### src/rtl/sync_fifo_pkg.sv
// Shared constants and helpers for the single-clock FIFO.
// Default widths/depths are reused by the surrounding design.
package sync_fifo_pkg;

  localparam int DEF_DATA_WIDTH = 8;
  localparam int DEF_FIFO_DEPTH = 8;

  function automatic int clog2(input int v);
    int r;
    r = 0;
    while ((1 << r) < v) r++;
    return r;
  endfunction

endpackage

### src/rtl/sync_fifo_if.sv
// Producer/consumer bundle for sync_fifo.
// master: drives W_INC/WR_DATA/R_INC/CLR_ERR; slave: the FIFO.
interface sync_fifo_if
  import sync_fifo_pkg::*;
#(
  parameter int DATA_WIDTH = DEF_DATA_WIDTH,
  parameter int FIFO_DEPTH = DEF_FIFO_DEPTH
);
  localparam int CW = clog2(FIFO_DEPTH) + 1;

  logic                  W_INC;
  logic [DATA_WIDTH-1:0] WR_DATA;
  logic                  R_INC;
  logic                  CLR_ERR;
  logic [DATA_WIDTH-1:0] RD_DATA;
  logic                  RD_VALID;
  logic                  FULL;
  logic                  EMPTY;
  logic                  ALMOST_FULL;
  logic                  ALMOST_EMPTY;
  logic [CW-1:0]         COUNT;
  logic                  OVERFLOW;
  logic                  UNDERFLOW;

  modport master (
    output W_INC, WR_DATA, R_INC, CLR_ERR,
    input  RD_DATA, RD_VALID, FULL, EMPTY,
    input  ALMOST_FULL, ALMOST_EMPTY, COUNT,
    input  OVERFLOW, UNDERFLOW
  );

  modport slave (
    input  W_INC, WR_DATA, R_INC, CLR_ERR,
    output RD_DATA, RD_VALID, FULL, EMPTY,
    output ALMOST_FULL, ALMOST_EMPTY, COUNT,
    output OVERFLOW, UNDERFLOW
  );

endinterface

### src/rtl/sync_fifo_mem.sv
// FIFO storage: DATA_WIDTH x FIFO_DEPTH regs, sync write, async read.
// Ports: CLK, we, wr_addr, wr_data, rd_addr, rd_data.
module sync_fifo_mem
  import sync_fifo_pkg::*;
#(
  parameter int DATA_WIDTH = DEF_DATA_WIDTH,
  parameter int FIFO_DEPTH = DEF_FIFO_DEPTH,
  parameter int ADDR_WIDTH = clog2(FIFO_DEPTH)
) (
  input  logic                  CLK,
  input  logic                  we,
  input  logic [ADDR_WIDTH-1:0] wr_addr,
  input  logic [DATA_WIDTH-1:0] wr_data,
  input  logic [ADDR_WIDTH-1:0] rd_addr,
  output logic [DATA_WIDTH-1:0] rd_data
);

  logic [DATA_WIDTH-1:0] mem [FIFO_DEPTH];

  always_ff @(posedge CLK) begin
    if (we) mem[wr_addr] <= wr_data;
  end

  assign rd_data = mem[rd_addr];

endmodule

### src/rtl/sync_fifo.sv
// Single-clock FIFO: any depth, count, thresholds, sticky errors.
// Ports: CLK, RST (sync, high), bus (sync_fifo_if.slave).
// SYNC_FIFO_FWFT_EN selects first-word-fall-through read.
module sync_fifo
  import sync_fifo_pkg::*;
#(
  parameter int DATA_WIDTH = DEF_DATA_WIDTH,
  parameter int FIFO_DEPTH = DEF_FIFO_DEPTH,
  parameter int AF_LEVEL   = FIFO_DEPTH - 1,
  parameter int AE_LEVEL   = 1
) (
  input logic        CLK,
  input logic        RST,
  sync_fifo_if.slave bus
);

  localparam int ADDR_WIDTH = clog2(FIFO_DEPTH);
  localparam int CW = ADDR_WIDTH + 1;

  localparam logic [ADDR_WIDTH-1:0] LAST =
    ADDR_WIDTH'(FIFO_DEPTH - 1);
  localparam logic [CW-1:0] DEPTH_C = CW'(FIFO_DEPTH);
  localparam logic [CW-1:0] AF_C = CW'(AF_LEVEL);
  localparam logic [CW-1:0] AE_C = CW'(AE_LEVEL);

  logic [ADDR_WIDTH-1:0] wr_ptr;
  logic [ADDR_WIDTH-1:0] rd_ptr;
  logic [CW-1:0]         count;
  logic [CW-1:0]         count_nxt;
  logic                  full;
  logic                  empty;
  logic                  af;
  logic                  ae;
  logic                  ovf;
  logic                  unf;
  logic                  wr_acc;
  logic                  rd_acc;
  logic [DATA_WIDTH-1:0] head;

  // Depth need not be a power of two, so wrap explicitly.
  function automatic logic [ADDR_WIDTH-1:0] bump(
    input logic [ADDR_WIDTH-1:0] p
  );
    return (p == LAST) ? '0 : p + ADDR_WIDTH'(1);
  endfunction

  assign wr_acc = bus.W_INC & ~full;
  assign rd_acc = bus.R_INC & ~empty;

  assign count_nxt = count + CW'(wr_acc) - CW'(rd_acc);

  sync_fifo_mem #(
    .DATA_WIDTH (DATA_WIDTH),
    .FIFO_DEPTH (FIFO_DEPTH),
    .ADDR_WIDTH (ADDR_WIDTH)
  ) u_mem (
    .CLK     (CLK),
    .we      (wr_acc),
    .wr_addr (wr_ptr),
    .wr_data (bus.WR_DATA),
    .rd_addr (rd_ptr),
    .rd_data (head)
  );

  // Flags come from count_nxt so they line up with COUNT.
  always_ff @(posedge CLK) begin
    if (RST) begin
      wr_ptr <= '0;
      rd_ptr <= '0;
      count  <= '0;
      full   <= 1'b0;
      empty  <= 1'b1;
      af     <= 1'b0;
      ae     <= 1'b1;
      ovf    <= 1'b0;
      unf    <= 1'b0;
    end else begin
      if (wr_acc) wr_ptr <= bump(wr_ptr);
      if (rd_acc) rd_ptr <= bump(rd_ptr);
      count <= count_nxt;
      full  <= (count_nxt == DEPTH_C);
      empty <= (count_nxt == '0);
      af    <= (count_nxt >= AF_C);
      ae    <= (count_nxt <= AE_C);
      // New violation wins over a same-cycle clear.
      ovf <= (ovf & ~bus.CLR_ERR) | (bus.W_INC & full);
      unf <= (unf & ~bus.CLR_ERR) | (bus.R_INC & empty);
    end
  end

`ifdef SYNC_FIFO_FWFT_EN
  assign bus.RD_DATA  = head;
  assign bus.RD_VALID = ~empty;
`else
  logic [DATA_WIDTH-1:0] rd_data_q;
  logic                  rd_valid_q;

  always_ff @(posedge CLK) begin
    if (RST) begin
      rd_data_q  <= '0;
      rd_valid_q <= 1'b0;
    end else begin
      if (rd_acc) rd_data_q <= head;
      rd_valid_q <= rd_acc;
    end
  end

  assign bus.RD_DATA  = rd_data_q;
  assign bus.RD_VALID = rd_valid_q;
`endif

  assign bus.FULL         = full;
  assign bus.EMPTY        = empty;
  assign bus.ALMOST_FULL  = af;
  assign bus.ALMOST_EMPTY = ae;
  assign bus.COUNT        = count;
  assign bus.OVERFLOW     = ovf;
  assign bus.UNDERFLOW    = unf;

endmodule

### src/flat_wrapper.sv
// flat-port wrapper written by rule: the top's interface ports become plain ports
module sync_fifo_flat import sync_fifo_pkg::*;
#(
  parameter int DATA_WIDTH = DEF_DATA_WIDTH,
  parameter int FIFO_DEPTH = DEF_FIFO_DEPTH,
  parameter int AF_LEVEL   = FIFO_DEPTH - 1,
  parameter int AE_LEVEL   = 1
)
  (CLK, RST, bus_W_INC, bus_WR_DATA, bus_R_INC, bus_CLR_ERR, bus_RD_DATA, bus_RD_VALID, bus_FULL, bus_EMPTY, bus_ALMOST_FULL, bus_ALMOST_EMPTY, bus_COUNT, bus_OVERFLOW, bus_UNDERFLOW);
  sync_fifo_if #(.DATA_WIDTH(DATA_WIDTH), .FIFO_DEPTH(FIFO_DEPTH)) bus_i ();
  input logic CLK;
  input logic RST;
  input wire logic [$bits(bus_i.W_INC)-1:0] bus_W_INC;
  input wire logic [$bits(bus_i.WR_DATA)-1:0] bus_WR_DATA;
  input wire logic [$bits(bus_i.R_INC)-1:0] bus_R_INC;
  input wire logic [$bits(bus_i.CLR_ERR)-1:0] bus_CLR_ERR;
  output wire logic [$bits(bus_i.RD_DATA)-1:0] bus_RD_DATA;
  output wire logic [$bits(bus_i.RD_VALID)-1:0] bus_RD_VALID;
  output wire logic [$bits(bus_i.FULL)-1:0] bus_FULL;
  output wire logic [$bits(bus_i.EMPTY)-1:0] bus_EMPTY;
  output wire logic [$bits(bus_i.ALMOST_FULL)-1:0] bus_ALMOST_FULL;
  output wire logic [$bits(bus_i.ALMOST_EMPTY)-1:0] bus_ALMOST_EMPTY;
  output wire logic [$bits(bus_i.COUNT)-1:0] bus_COUNT;
  output wire logic [$bits(bus_i.OVERFLOW)-1:0] bus_OVERFLOW;
  output wire logic [$bits(bus_i.UNDERFLOW)-1:0] bus_UNDERFLOW;
  assign bus_i.W_INC = bus_W_INC;
  assign bus_i.WR_DATA = bus_WR_DATA;
  assign bus_i.R_INC = bus_R_INC;
  assign bus_i.CLR_ERR = bus_CLR_ERR;
  assign bus_RD_DATA = bus_i.RD_DATA;
  assign bus_RD_VALID = bus_i.RD_VALID;
  assign bus_FULL = bus_i.FULL;
  assign bus_EMPTY = bus_i.EMPTY;
  assign bus_ALMOST_FULL = bus_i.ALMOST_FULL;
  assign bus_ALMOST_EMPTY = bus_i.ALMOST_EMPTY;
  assign bus_COUNT = bus_i.COUNT;
  assign bus_OVERFLOW = bus_i.OVERFLOW;
  assign bus_UNDERFLOW = bus_i.UNDERFLOW;
  sync_fifo #(.DATA_WIDTH(DATA_WIDTH), .FIFO_DEPTH(FIFO_DEPTH), .AF_LEVEL(AF_LEVEL), .AE_LEVEL(AE_LEVEL)) u_core (.CLK(CLK), .RST(RST), .bus(bus_i));
endmodule
### config.mk
export PLATFORM = sky130hd
export DESIGN_NAME = sync_fifo_flat
export DESIGN_NICKNAME = d
export VERILOG_FILES = /design/src/rtl/sync_fifo_pkg.sv /design/src/rtl/sync_fifo_if.sv /design/src/rtl/sync_fifo_mem.sv /design/src/rtl/sync_fifo.sv /design/src/flat_wrapper.sv
export SDC_FILE = /design/constraint.sdc
export NUM_CORES = 1
export LEC_CHECK = 0
export ABC_AREA = 1
export ABC_CLOCK_PERIOD_IN_PS = 3900
export CAP_MARGIN = 20
export CORE_MARGIN = 1
export CORE_UTILIZATION = 45
export DETAILED_ROUTE_END_ITERATION = 16
export PLACE_DENSITY = 0.74
export SYNTH_ARGS = -nofsm -noshare
export SYNTH_HDL_FRONTEND = slang
export SYNTH_HIERARCHICAL = 1
export SYNTH_SLANG_ARGS = --single-unit
### constraint.sdc
create_clock -name CLK -period 3.9 [get_ports CLK]
set_input_delay 0.78 -clock CLK [delete_from_list [all_inputs] [get_ports CLK]]
set_output_delay 0.78 -clock CLK [all_outputs]
set_load 0.03 [all_outputs]
==> flow_metrics.py <==
metrics = {
    "timing": {
        "fmax_ghz": 0.335,
        "finalSetupTns_ns": 0,
        "hold_ws_ns": 0.471,
        "rsz0062_at_grt": "false",
        "worstMarginPinSlew_ns": 0.907,
        "clock_skew_ns": 0.00795,
        "hold_viol_final": 0,
        "relSlewSlack": 0.393,
        "fin_crit_ns": 2.98,
        "finalCritPeriodShare": 0.765,
        "slew_violations": 0,
        "setup_viol": 0,
    },
    "power_and_ir_drop": {
        "power.density_nw_per_um2": 597,
        "intPower_mw": 1.71,
        "peakVddDrop_mv": 0.376,
        "p_leak_nw": 2.02,
        "switchingPower_mw": 0.941,
        "comb_power_share": 0.312,
        "power_frac_seq": 0.464,
        "pwr-share-clk": 0.224,
        "p_sw_frac": 0.354,
    },
    "placed_design": {
        "hpwlAfterDp_mm": 4.76,
        "place.gp.congestion": 0.751,
        "port_buffers": 31,
    },
    "route": {
        "wl_mm": 7.47,
        "drtIter0Drc": 141,
        "drc_errors": 0,
        "via_count": 2635,
        "ant_nets": 0,
        "drt_pass1_iterations": 4,
        "wire_per_inst_um": 13.4,
        "vias_per_cell": 4.71,
    },
    "floorplanning": {
        "initial_utilization": 0.471,
        "dieArea_um2": 9110,
        "fp.dieW_um": 95.5,
        "pin_count": 32,
        "fp.dieH_um": 95.5,
        "core_um2": 8340,
        "fp-row-count": 33,
    },
    "clock_tree": {
        "cts_resized": 0,
        "htreeDepth": 3,
        "clockRootBuffer": "clkbuf_8",
        "cts.sinks": 89,
        "cts_setup_buffers": 0,
        "hold_buffers": 0,
        "clkTransAtPathRegs_ns": 0.09,
        "numCtsBuffers": 9,
        "clkLatencyLatePin_ns": 0.35,
        "cts_tree": "built",
        "clockBufferDepth": 2,
    },
    "worst_setup_path": {
        "reg2reg_from": "u_core/bus.EMPTY",
        "crit_arrival_ns": 3.27,
        "required_ns": 4.19,
        "start_kind": "primary input",
        "cp-end-kind": "register",
        "worstSetupStartpoint": "bus_R_INC",
        "critPathKind": "in2reg",
        "crit_fanout": 13,
    },
    "yosys": {
        "yosysWarnings": 6,
        "synthMuxAreaShare": 0,
        "synth_seq_cells": 89,
        "yosys.cell_types.count": 23,
        "ys_seq_area_frac": 0.616,
        "syn_inst": 421,
        "synth_xor_area_frac": 0.00223,
        "synth_top_family_by_area": "simple AND/OR/NAND/NOR gates",
        "yosys.area_share.adder": 0.0306,
        "syn_area_per_cell_um2": 9.34,
        "synthesis.nets": 443,
        "synth_simple_gate_area_share": 0.209,
        "synth_area_um2": 3930,
        "synth_compound_area_frac": 0.0293,
    },
    "global_route": {
        "grt_max_degree": 33,
        "overflow": 0,
        "grt_pass1_wl_mm": 12.1,
        "antenna_found_initial": 0,
        "first_global_vias": 2596,
        "grtUsageTotal": 0.181,
    },
    "finish": {
        "final_layout_size_suffix_gt1_frac": 0.0507,
        "nets": 471,
        "antenna_cells": 0,
        "syn_to_final_growth_pct": 13.1,
    },
    "outcome": {
        "status": "finished, final reports clean",
    },
    "run": {
        "max-cap-violations": 0,
    },
    "hold_path": {
        "hold_class": "reg2reg",
        "min-delay-start": "u_core/bus.OVERFLOW",
    },
}
[power by group through the flow]
stage	clock network, mW	registers (mW)	logic [mW]
after CTS	0.604	1.23	0.833
after detailed placement	0	1.25	0.827
after global routing	0.647	1.24	0.936
final	0.595	1.23	0.829
after global placement	0	1.25	0.801
after floorplan	0	1.33	0.494
[logic make-up after synthesis]
| family | count (synthesis) |
|---|---|
| AO/OA/AOI/OAI | 20 |
| XOR/XNOR | 1 |
| adder cells (fa/ha/maj) | 9 |
| buffers and inverters | 100 |
| flip-flops | 89 |
| AND/OR/NAND/NOR | 202 |
[metrics by stage]
stage	power (mW)	utilization	worst slack [ns]	cell area (um^2)	std cells
4_1_cts	2.67	0.533	0.966	4450	559
3_3_place_gp	2.05	0.511	0.721	4260	543
5_1_grt	2.83	0.533	0.795	4450	559
3_5_place_dp	2.08	0.511	0.598	4260	543
6_report	2.65	0.533	0.918	4450	559
2_1_floorplan	1.83	-	1.40	3930	421
[final timing paths]
path,slack [ns],cells past startpoint,end
max reg2reg,1.50,9,u_core/bus.EMPTY
min,0.47,2,u_core/bus.OVERFLOW
max,0.92,11,u_core/bus.EMPTY
min reg2reg,0.47,2,u_core/bus.OVERFLOW
[cell usage in the layout (no fill, tap or decap)]
cell,n
clkbuf_16,1
ha_1,8
a21oi_1,4
o21ai_0,12
clkbuf_8,9
xor2_1,1
clkbuf_2,1
nor2_2,2
dfxtp_1,25
fa_1,1
or2_1,1
o21bai_1,2
nand3b_1,2
o211a_1,2
buf_4,1
nand3_1,34
nor2_1,35
nand2_1,126
inv_1,83
clkinv_4,1
clkinv_2,1
nand2_2,2
clkdlybuf4s50_1,31
inv_2,1
inv_4,3
edfxtp_1,64
inv_6,1
[cells in the mapped netlist (all sizes together)]
library cell	n	share of area
inv	85	0.082
fa	1	0.0051
nand3	34	0.043
o211a	2	0.0051
buf	14	0.030
dfxtp	25	0.13
clkbuf	1	0.0013
a21oi	4	0.0051
xor2	1	0.0022
nand3b	2	0.0038
or2	1	0.0016
edfxtp	64	0.49
nor2	37	0.037
o21bai	2	0.0038
nand2	128	0.12
ha	8	0.025
o21ai	12	0.015
[area by class of cell]
class | instances | area (um^2)
well taps | 105 | 131
clock buffers | 11 | 154
inverters | 85 | 322
flip-flops and latches | 89 | 2420
repair buffers | 32 | 318
clock inverters | 5 | 35.0
fillers | 732 | 3890
multi-input cells | 232 | 1060
[worst max-delay path, cell delays in order]
cell             delay [ns]
clkdlybuf4s50_1        0.48
inv_1                  0.05
nor2_2                 0.37
ha_1                   0.33
inv_1                  0.06
ha_1                   0.16
inv_1                  0.06
fa_1                   0.38
xor2_1                 0.31
nand3_1                0.14
o21bai_1               0.15
[flip-flops by register name, summed over array words and instances (netlist names)]
| signal | count |
|---|---|
| u_core/bus.COUNT | 4 |
| u_core/bus.OVERFLOW | 1 |
| u_core/bus.ALMOST_FULL | 1 |
| u_core/wr_ptr | 3 |
| u_core/bus.EMPTY | 1 |
| u_core/bus.RD_DATA | 8 |
| u_core/bus.UNDERFLOW | 1 |
| u_core/u_mem/mem | 64 |
| u_core/bus.RD_VALID | 1 |
| u_core/bus.FULL | 1 |
| u_core/rd_ptr | 3 |
| u_core/bus.ALMOST_EMPTY | 1 |
[layer usage]
layer | vias up | wire [um] | GRT usage
met5 | - | 0 | 0
met4 | 0 | 68 | 0.0522
met3 | 6 | 438 | 0.0463
met2 | 74 | 3800 | 0.323
met1 | 1201 | 3170 | 0.214
li1 | 1354 | - | -
(Power assumes the default switching activity.)
